File: config.mk
export PLATFORM = sky130hd
export DESIGN_NAME = control_sequencer
export DESIGN_NICKNAME = d
export VERILOG_FILES = /design/src/rtl/control_sequencer.sv
export SDC_FILE = /design/constraint.sdc
export NUM_CORES = 1
export LEC_CHECK = 0
export ABC_AREA = 1
export ABC_CLOCK_PERIOD_IN_PS = 2520
export BUFFER_PORTS_ARGS = -buffer_cell sky130_fd_sc_hd__clkbuf_2
export CAP_MARGIN = 0
export CORE_UTILIZATION = 49
export DETAILED_ROUTE_END_ITERATION = 8
export PLACE_DENSITY = 0.91
export SLEW_MARGIN = 10
export SYNTH_ARGS = -nofsm -noshare
export SYNTH_HDL_FRONTEND = slang
export SYNTH_SLANG_ARGS = --single-unit
File: constraint.sdc
create_clock -name i_clock -period 2.52 [get_ports i_clock]
set_input_delay 0.378 -clock i_clock [delete_from_list [all_inputs] [get_ports i_clock]]
set_output_delay 0.378 -clock i_clock [all_outputs]
set_load 0.02 [all_outputs]
File: src/rtl/control_sequencer.sv
// Microcoded control sequencer for the 8-bit bus machine: T-state counter, halt flag and control-word decode.
// Optional SEQ_EARLY_END_EN: return to T0 right after the last active execute step of each opcode.
module control_sequencer #(
   parameter int c_steps      = 5,
   parameter int c_step_width = 3
) (
   input  logic                    i_clock,
   input  logic                    i_reset_n,
   input  logic                    i_enable,
   input  logic [3:0]              i_opcode,
   input  logic                    i_carry,
   input  logic                    i_zero,
   output logic [15:0]             o_control,
   output logic [c_step_width-1:0] o_step,
   output logic                    o_halted
);

   typedef enum logic [3:0] {
      op_nop = 4'h0,
      op_lda = 4'h1,
      op_add = 4'h2,
      op_sub = 4'h3,
      op_sta = 4'h4,
      op_ldi = 4'h5,
      op_jmp = 4'h6,
      op_jc  = 4'h7,
      op_jz  = 4'h8,
      op_out = 4'hE,
      op_hlt = 4'hF
   } opcode_t;

   localparam logic [15:0] c_pco   = 16'h0001;
   localparam logic [15:0] c_pcinc = 16'h0002;
   localparam logic [15:0] c_pci   = 16'h0004;
   localparam logic [15:0] c_mari  = 16'h0008;
   localparam logic [15:0] c_rami  = 16'h0010;
   localparam logic [15:0] c_ramo  = 16'h0020;
   localparam logic [15:0] c_iri   = 16'h0040;
   localparam logic [15:0] c_iro   = 16'h0080;
   localparam logic [15:0] c_ai    = 16'h0100;
   localparam logic [15:0] c_ao    = 16'h0200;
   localparam logic [15:0] c_bi    = 16'h0400;
   localparam logic [15:0] c_aluo  = 16'h0800;
   localparam logic [15:0] c_su    = 16'h1000;
   localparam logic [15:0] c_fli   = 16'h2000;
   localparam logic [15:0] c_outi  = 16'h4000;
   localparam logic [15:0] c_hlt   = 16'h8000;

   localparam logic [c_step_width-1:0] c_t0   = c_step_width'(0);
   localparam logic [c_step_width-1:0] c_t1   = c_step_width'(1);
   localparam logic [c_step_width-1:0] c_t2   = c_step_width'(2);
   localparam logic [c_step_width-1:0] c_t3   = c_step_width'(3);
   localparam logic [c_step_width-1:0] c_t4   = c_step_width'(4);
   localparam logic [c_step_width-1:0] c_last = c_step_width'(c_steps - 1);

   opcode_t                 opcode;
   logic [c_step_width-1:0] step;
   logic [c_step_width-1:0] step_next;
   logic                    halted;
   logic                    halted_next;
   logic [15:0]             exec_word;

   assign opcode = opcode_t'(i_opcode);

   // NOTE: state registers use non-blocking assignments so every flop samples pre-edge values.
   always_ff @(posedge i_clock) begin
      if (!i_reset_n) begin
         step   <= '0;
         halted <= 1'b0;
      end else begin
         step   <= step_next;
         halted <= halted_next;
      end
   end

`ifdef SEQ_EARLY_END_EN
   logic [c_step_width-1:0] last_step;

   always_comb begin
      case (opcode)
         op_lda, op_sta: last_step = c_t3;
         op_add, op_sub: last_step = c_t4;
         default:        last_step = c_t2;
      endcase
   end
`endif

   always_comb begin
      step_next   = step;
      halted_next = halted;
      if (i_enable && !halted) begin
         if (step == c_t2 && opcode == op_hlt) begin
            halted_next = 1'b1;
`ifdef SEQ_EARLY_END_EN
         end else if (step == c_last || (step >= c_t2 && step == last_step)) begin
`else
         end else if (step == c_last) begin
`endif
            step_next = '0;
         end else begin
            step_next = step + c_step_width'(1);
         end
      end
   end

   // NOTE: every combinational output gets a default first so no latch is inferred.
   always_comb begin
      exec_word = 16'h0000;
      case (opcode)
         op_lda: begin
            if (step == c_t2) exec_word = c_iro | c_mari;
            if (step == c_t3) exec_word = c_ramo | c_ai;
         end
         op_add, op_sub: begin
            if (step == c_t2) exec_word = c_iro | c_mari;
            if (step == c_t3) exec_word = c_ramo | c_bi;
            if (step == c_t4) exec_word = c_aluo | c_ai | c_fli | ((opcode == op_sub) ? c_su : 16'h0000);
         end
         op_sta: begin
            if (step == c_t2) exec_word = c_iro | c_mari;
            if (step == c_t3) exec_word = c_ao | c_rami;
         end
         op_ldi: if (step == c_t2) exec_word = c_iro | c_ai;
         op_jmp: if (step == c_t2) exec_word = c_iro | c_pci;
         op_jc:  if (step == c_t2 && i_carry) exec_word = c_iro | c_pci;
         op_jz:  if (step == c_t2 && i_zero) exec_word = c_iro | c_pci;
         op_out: if (step == c_t2) exec_word = c_ao | c_outi;
         op_hlt: if (step == c_t2) exec_word = c_hlt;
         default: exec_word = 16'h0000;
      endcase
   end

   always_comb begin
      o_control = 16'h0000;
      if (halted) begin
         o_control = c_hlt;
      end else if (i_enable) begin
         case (step)
            c_t0:    o_control = c_pco | c_mari;
            c_t1:    o_control = c_ramo | c_iri | c_pcinc;
            default: o_control = exec_word;
         endcase
      end
   end

   assign o_step   = step;
   assign o_halted = halted;

endmodule

* Word-level counts from Yosys, hierarchy flattened
Index checks and enable logic that the tools add are counted.
Storage, ports and cells: register bits after elaboration 4, output and inout bits 20, word-level logic and storage cells 44
Cells by class: add/subtract/negate cells 1, eq/ne operators 14, mux-type cells 17, bitwise operators 1, reductions and logical operators 9
Operator list (count):
- 16-bit one-hot mux with 9 select lines | 1
- 16-bit two-way mux | 7
- 8-bit two-way mux | 4
- 16-bit one-hot mux with 2 select lines | 1
- 4-bit by 3-bit equality test with 1-bit output, second input constant | 4
- 15-bit two-way mux | 1
- 13-bit two-way mux | 1
- 4-bit equality test, second input constant | 3
- 9-bit two-way mux | 1
- 4-bit by 2-bit equality test with 1-bit output, second input constant | 2
- 3-bit by 2-bit equality test with 1-bit output, second input constant | 2
- 4-bit by 1-bit equality test with 1-bit output, second input constant | 1
- 1-bit logical AND | 4
- 2-bit AND reduction | 2
- 3-bit by 1-bit adder with 3-bit output, second input constant | 1
- 3-bit by 1-bit equality test with 1-bit output, second input constant | 1
- 3-bit equality test, second input constant | 1
- 3-bit logical NOT | 1
- 3-bit two-way mux | 1
- 2-bit OR reduction | 1
- 1-bit logical NOT | 1
- 1-bit NOT | 1

* Longest topological paths before layout
Gate-level depths: netlist of the first run.
word-level depth 8, depth in mapped cells 9

* Worst setup path before layout of the first run
No wires, ideal clock.
path type reg-to-output, start point reg step[0], in the netlist o_step[0], end point out o_control[13], arrival 1.674 ns, required time 2.142 ns, path slack 0.468 ns, stages on the path, launching flop included 7, buffers on the path 1, path through dfxtp_1 -> inv_1 -> ha_1 -> o21ai_2 -> nand3_4 -> nor2_2 -> buf_4
On the way: word-level cells in the longest chain between the ends 6, elaborated cells between the ends (all ways) 8, classes of those cells 2 x eq/ne; 5 x mux; 1 x reduce/logical
RTL lines:
- from (decl) | line 57 | logic [c_step_width-1:0] step;
- from (signal assigned) | line 71 | step <= step_next;
- 3-bit equality test | line 117 | if (step == c_t4) exec_word = c_aluo | c_ai | c_fli | ((opcode == op_sub) ? c_su : 16'h0000);
- 16-bit two-way mux | line 117
- 16-bit one-hot mux with 9 select lines | line 109 | case (opcode)
- 16-bit one-hot mux with 2 select lines (*) | line 138 | case (step)
- 16-bit two-way mux (*) | line 137 | end else if (i_enable) begin
- 16-bit two-way mux (*) | line 135 | if (halted) begin
- to (decl) | line 13 | output logic [15:0] o_control,
Every way passes the cells marked *; elsewhere a longest branch is shown, timed or not.

* Worst setup path after layout of the first run
start point reg step[0], in the netlist o_step[0], end point out o_control[3]
On the way: word-level cells in the longest chain between the ends 8, elaborated cells between the ends (all ways) 14, classes of those cells 4 x eq/ne; 9 x mux; 1 x reduce/logical
RTL lines:
- 3-bit by 2-bit equality test with 1-bit output | line 111, 115, 120
- 8-bit two-way mux | line 111, 115, 120
- 16-bit two-way mux | line 116 | if (step == c_t3) exec_word = c_ramo | c_bi;
- 16-bit two-way mux | line 117
- 16-bit one-hot mux with 9 select lines | line 109
- 16-bit one-hot mux with 2 select lines (*) | line 138
- 16-bit two-way mux (*) | line 137
- 16-bit two-way mux (*) | line 135
Marked as above.

==> impl_metrics.csv, run 1 <==
group,metric,value,unit
worst_setup_path,worstSetupEndpointType,"primary output",
finish,fin_util,69.9,%
logic_synthesis,synth_cells,111,
global_route,grt_pass1_vias,689,
sta,hold_violations,0,
clocking,cts_setup_buffers,0,
detailed_routing,viasPerCell,5.20,
job,drv_cap,0,
outcome,status,"finished clean",
sta,rsz0062_at_grt,"false",
clocking,cts.sinks,4,
clocking,clock_latency,0.23,ns
logic_synthesis,yosysSeqAreaShare,12.5,%
clocking,cts_buffers,3,
logic_synthesis,synth_top_family_by_area,"simple AND/OR/NAND/NOR gates",
global_route,grt_pass1_wl,2.70,mm
sta,hold_slack,0.425,ns
sta,fmaxAchievable,463,MHz
logic_synthesis,syn_area,643,µm²
logic_synthesis,synthMuxAreaShare,0,%
finish,fin_cells,154,
sta,max_slew_margin,78.4,%
detailed_routing,vias,801,
finish,final_nets,156,
clocking,cts-htree-levels,1,
finish,layout.cells.most_common,"clkbuf_2",
logic_synthesis,synth-seq-cells,4,
finish,area_delta_synth_final,25.7,%
sta,setup_tns,0,ns
logic_synthesis,ys_warn_count,0,
worst_setup_path,cp_common_cell,"nand2_1",
die,start_util,55.6,%
die,num_rows,12,
clocking,cts_root_buffer,"clkbuf_4",
clocking,cts_resized,0,
sta,finalCritPeriodShare,85.7,%
worst_setup_path,cp_data_arrival_time,1.78,ns
detailed_routing,drtIter0Drc,23,
sta,finalSetupViolations,0,
die,ios,29,
worst_setup_path,crit_path_start_kind,"flip-flop",
logic_synthesis,synth_cell_types,21,
detailed_routing,drc_errors,0,
logic_synthesis,synth_compound_area_share,6.61,%
placed_design,dp_hpwl,1.34,mm
die,dieArea,1460,µm²
power_and_ir_drop,ir_drop,0.272,mV
finish,antenna_cells,0,
clocking,clockBufferDepth,2,
worst_setup_path,path_cells,"inv_1 -> ha_1 -> o21ai_2 -> nand3_1 -> nand2_1 -> nand2_1 -> nor2_1 -> clkbuf_2",
sta,worstMarginPinSlew,0.324,ns
clocking,path_clk_slew,0.04,ns
worst_setup_path,worst-r2r-setup-slack,1.13,ns
detailed_routing,drt-wirelength-per-cell,10.4,µm
die,core-area,1160,µm²
min_path,min_path_type,"in -> reg",
worst_setup_path,crit_type,"reg -> out",
logic_synthesis,synth_xor_area_share,0,%
global_route,overflow,0,
clocking,tritoncts,"yes",
worst_setup_path,critPathMaxFanout,6,
global_route,antenna_found_initial,0,
sta,clock_skew,0.00444,ns
detailed_routing,drt_wl_total,1.60,mm
placed_design,dp_cells,151,
finish,final_cell_mix,"clkbuf_2 (28), nand2_1 (24), nor2_1 (18)",
logic_synthesis,syn_area_per_cell,5.79,µm²
sta,finalMaxSlewViolations,0,
logic_synthesis,synthSimpleGateAreaFrac,56.0,%
finish,drive_gt1_share,35.7,%
power_and_ir_drop,power_density,324,nW/µm²
placed_design,place.port_buffers,28,
power_and_ir_drop,power.leakage,0.474,nW
logic_synthesis,synthAdderAreaFrac,9.73,%
global_route,grt_max_degree,9,
die,dieHeight,38.2,µm
sta,finalCriticalPeriod,2.16,ns
finish,fill_cells,110,
detailed_routing,drt_first_pass_iters,4,
placed_design,place.gp.congestion,0.895,
worst_setup_path,critical_path_required,2.14,ns
global_route,gr-usage-all-layers,26.6,%
detailed_routing,postRouteAntennaNets,0,
clocking,ctsHoldBuffers,0,
worst_setup_path,critPathMaxStageDelay,0.39,ns
logic_synthesis,syn_nets,125,
worst_setup_path,crit_slowest_cell,"dfxtp_1",
die,chipWidth,38.2,µm
==> power by group <==
| group | switching (mW) | internal, mW |
|---|---|---|
| sequential | 0.00420 | 0.0671 |
| combinational | 0.0762 | 0.0356 |
| clock | 0.0255 | 0.0532 |
==> final cells by class <==
type                            instances  area (µm²)  share of cell area, %
Clock buffer                            3        22.5                   2.79
Inverter                               22        82.6                   10.2
Sequential cell                         4        80.1                   9.91
Multi-Input combinational cell         83         465                   57.6
Timing Repair Buffer                   28         140                   17.3
Tap cell                               14        17.5                   2.17
==> final timing paths <==
| check | cells after the start | end | from |
|---|---|---|---|
| min | 3 | o_step[1] | i_reset_n |
| max reg2reg | 7 | o_step[2] | o_step[0] |
| max | 8 | o_control[3] | o_step[0] |
| min reg2reg | 2 | o_step[2] | o_step[2] |
==> flip-flops by register name, indices dropped and copies added, names as in the netlist <==
name,cells
o_step,3
o_halted,1
==> worst max-delay path: cells and delay by family, from the launching register on <==
kind	cells	cell delay [ns]
simple gates	4	0.32
compound gates	1	0.32
fa+ha+maj	1	0.25
flops	1	0.39
buf+inv	2	0.28
==> stage by stage <==
step | power, mW | setup WS (ns) | instance area, µm²
finish | 0.262 | 0.359 | 808
global route | 0.288 | 0.244 | 808
CTS | 0.266 | 0.367 | 808
detailed placement | 0.182 | 0.630 | 786
global placement | 0.178 | 0.687 | 786
floorplan | 0.151 | 0.468 | 643
==> cell families (layout without fill, tap and decap cells) <==
family          after synthesis  after routing
buf+inv                      24             53
flops                         4              4
fa+ha+maj                     5              5
simple gates                 71             71
compound gates                7              7
==> routing by layer <==
metal | share of wire [%] | vias to the layer above | track usage [%]
met3 | 5.1 | 6 | 4.65
met1 | 42 | 345 | 27.5
met5 | 0 | - | 0
met2 | 51 | 43 | 48.7
met4 | 1.6 | 0 | 16.1
li1 | - | 407 | -
==> cells in the mapped netlist <==
library cell	number	area, µm²
a21oi_1	2	10.0
a21oi_2	1	8.76
and3_1	1	6.26
buf_4	2	15.0
dfxtp_1	4	80.1
ha_1	5	62.6
inv_1	17	63.8
inv_2	5	18.8
nand2_1	24	90.1
nand2_2	3	18.8
nand2_4	1	11.3
nand3_1	7	35.0
nand3_4	2	35.0
nand4_1	6	37.5
nor2_1	18	67.6
nor2_2	5	31.3
nor2_4	1	11.3
nor3_1	2	10.0
nor4_1	1	6.26
o21ai_1	3	15.0
o21ai_2	1	8.76
(Power assumes the default switching activity.)
==> inputs of run 2 (changes only) <==
ABC_CLOCK_PERIOD_IN_PS = 2300   (was 2520)
CORE_UTILIZATION = 45   (was 49)
PLACE_DENSITY = 0.85   (was 0.91)
REMOVE_ABC_BUFFERS = 1   (was unset)
clock period = 2.3 ns   (was 2.52 ns; I/O delays follow)
==> run 2 against run 1 <==
Utilization shrank 8.5 points. Count of clock-buffer cells in the layout unchanged. Sequential power grew 8.8%. Setup slack got worse by 0.17 ns. Total power up 7.9%. Cell count grew 0.65%. Register-to-register slack lost 0.16 ns. Wire length down 9.4%. First-iteration DRC count is 4.3% higher. Combinational power is 7% higher. Clock skew down 0.0011 ns.
==> impl_metrics.csv, run 2 (same netlist as run 1, synthesis figures left out) <==
group,metric,value,unit
outcome,status,"finished clean",
global_route,overflow,0,
power_and_ir_drop,power.leakage,0.474,nW
sta,max_slew_margin,78.2,%
sta,fin_ws,0.188,ns
clocking,clockBufferDepth,2,
die,num_rows,13,
power_and_ir_drop,power.share.switching,39.7,%
die,ios,29,
worst_setup_path,cp_common_cell,"nand2_1",
finish,area_delta_synth_final,25.9,%
job,drv_cap,0,
global_route,gr-usage-all-layers,21.8,%
worst_setup_path,critPathMaxFanout,6,
clocking,cts_buffers,3,
detailed_routing,drc_errors,0,
finish,multi_input_area,465,µm²
die,chipWidth,39.8,µm
worst_setup_path,cp_data_arrival_time,1.77,ns
detailed_routing,vias,773,
placed_design,place.gp.congestion,0.840,
finish,final_cell_mix,"clkbuf_2 (28), nand2_1 (24), nor2_1 (18)",
clocking,cts_setup_buffers,0,
clocking,ctsHoldBuffers,0,
sta,setup_tns,0,ns
power_and_ir_drop,p_switching,112,µW
sta,hold_violations,0,
worst_setup_path,crit_path_start_kind,"flip-flop",
worst_setup_path,critPathMaxStageDelay,0.38,ns
worst_setup_path,critical_path_required,1.96,ns
power_and_ir_drop,power,283,µW
placed_design,place.port_buffers,28,
detailed_routing,postRouteAntennaNets,0,
worst_setup_path,timing.critical_path.buf_inv,2,
worst_setup_path,path_cells,"inv_1 -> ha_1 -> o21ai_2 -> nand3_1 -> nand2_1 -> nand2_1 -> nor2_1 -> clkbuf_2",
clocking,cts.sinks,4,
finish,fin_util,61.4,%
clocking,clock_latency,0.23,ns
placed_design,placed_cell_area,787,µm²
finish,fill_cells,131,
die,core-area,1320,µm²
placed_design,dp_hpwl,1.28,mm
power_and_ir_drop,power_frac_comb,42.5,%
detailed_routing,drt_first_pass_iters,4,
worst_setup_path,critical_path.top_delay_family,"flip-flops",
global_route,grt_max_degree,9,
sta,finalCritPeriodShare,91.8,%
die,start_util,48.8,%
global_route,grt_pass1_vias,594,
global_route,antenna_found_initial,0,
power_and_ir_drop,p_int,170,µW
finish,largest_reg_flops,3,
placed_design,place_ws,0.434,ns
finish,drive_gt1_share,35.7,%
sta,finalMaxSlewViolations,0,
detailed_routing,drt_wl_total,1.45,mm
sta,rsz0062_at_grt,"false",
die,dieArea,1580,µm²
finish,final_nets,156,
power_and_ir_drop,ir_drop,0.372,mV
global_route,grt_pass1_wl,2.30,mm
power_and_ir_drop,p_clk_share,30.0,%
clocking,tritoncts,"yes",
sta,worstMarginPinSlew,0.328,ns
finish,antenna_cells,0,
sta,fmaxAchievable,473,MHz
finish,fin_cells,155,
clocking,path_clk_slew,0.03,ns
power_and_ir_drop,power_density,349,nW/µm²
sta,hold_slack,0.394,ns
worst_setup_path,crit_slowest_cell,"dfxtp_1",
power_and_ir_drop,seq_power_share,27.5,%
clocking,cts_resized,0,
sta,finalCriticalPeriod,2.11,ns
detailed_routing,drtIter0Drc,24,
finish,register_area,80.1,µm²
sta,finalSetupViolations,0,
die,dieHeight,39.8,µm
worst_setup_path,crit_type,"reg -> out",
placed_design,dp_cells,152,
detailed_routing,drt-wirelength-per-cell,9.37,µm
finish,stdcell_area,810,µm²
clocking,cts_root_buffer,"clkbuf_4",
sta,clock_skew,0.00336,ns
finish,layout.cells.most_common,"clkbuf_2",
detailed_routing,viasPerCell,4.99,
worst_setup_path,worstSetupEndpointType,"primary output",
min_path,min_path_type,"in -> reg",
clocking,cts-htree-levels,1,
run 2: cell counts in the layout (fill, tap and decap cells not counted):
Identical to the previous run, type by type.
run 2: worst paths after layout:
| kind | startpoint | to | slack [ns] | depth (start not counted) |
|---|---|---|---|---|
| min | i_reset_n | o_step[0] | 0.39 | 3 |
| max reg2reg | o_step[0] | o_step[1] | 0.97 | 8 |
| max | o_step[0] | o_control[3] | 0.19 | 8 |
| min reg2reg | o_step[2] | o_step[2] | 0.51 | 2 |
run 2: worst min-delay path, delay by kind of cell:
family	cells	cell delay, ns
buffers and inverters	2	0.14
AOI/OAI and AO/OA	1	0.10
run 2: routing by layer:
metal / up-vias / part of all wire, % / global-route usage, %
li1: 412 / - / -
met1: 322 / 43 / 25.6
met2: 37 / 49 / 38.9
met3: 2 / 6.7 / 2.27
met4: 0 / 0.96 / 9.48
met5: - / 0 / 0
run 2: area by class of cell:
type	instances	share of cell area [%]
clock buffer	3	2.78
sequential	4	9.89
inverter	22	10.2
multi-input combinational	83	57.5
timing repair buffer	28	17.3
tap	15	2.32
run 2: power by group through the flow:
stage	Sequential, mW	Clock (mW)	Combinational, mW
final	0.0776	0.0848	0.120
after global routing	0.0785	0.0943	0.134
after CTS	0.0776	0.0897	0.120
after detailed placement	0.0787	0	0.120
after global placement	0.0783	0	0.117
after floorplan	0.0827	0	0.0818
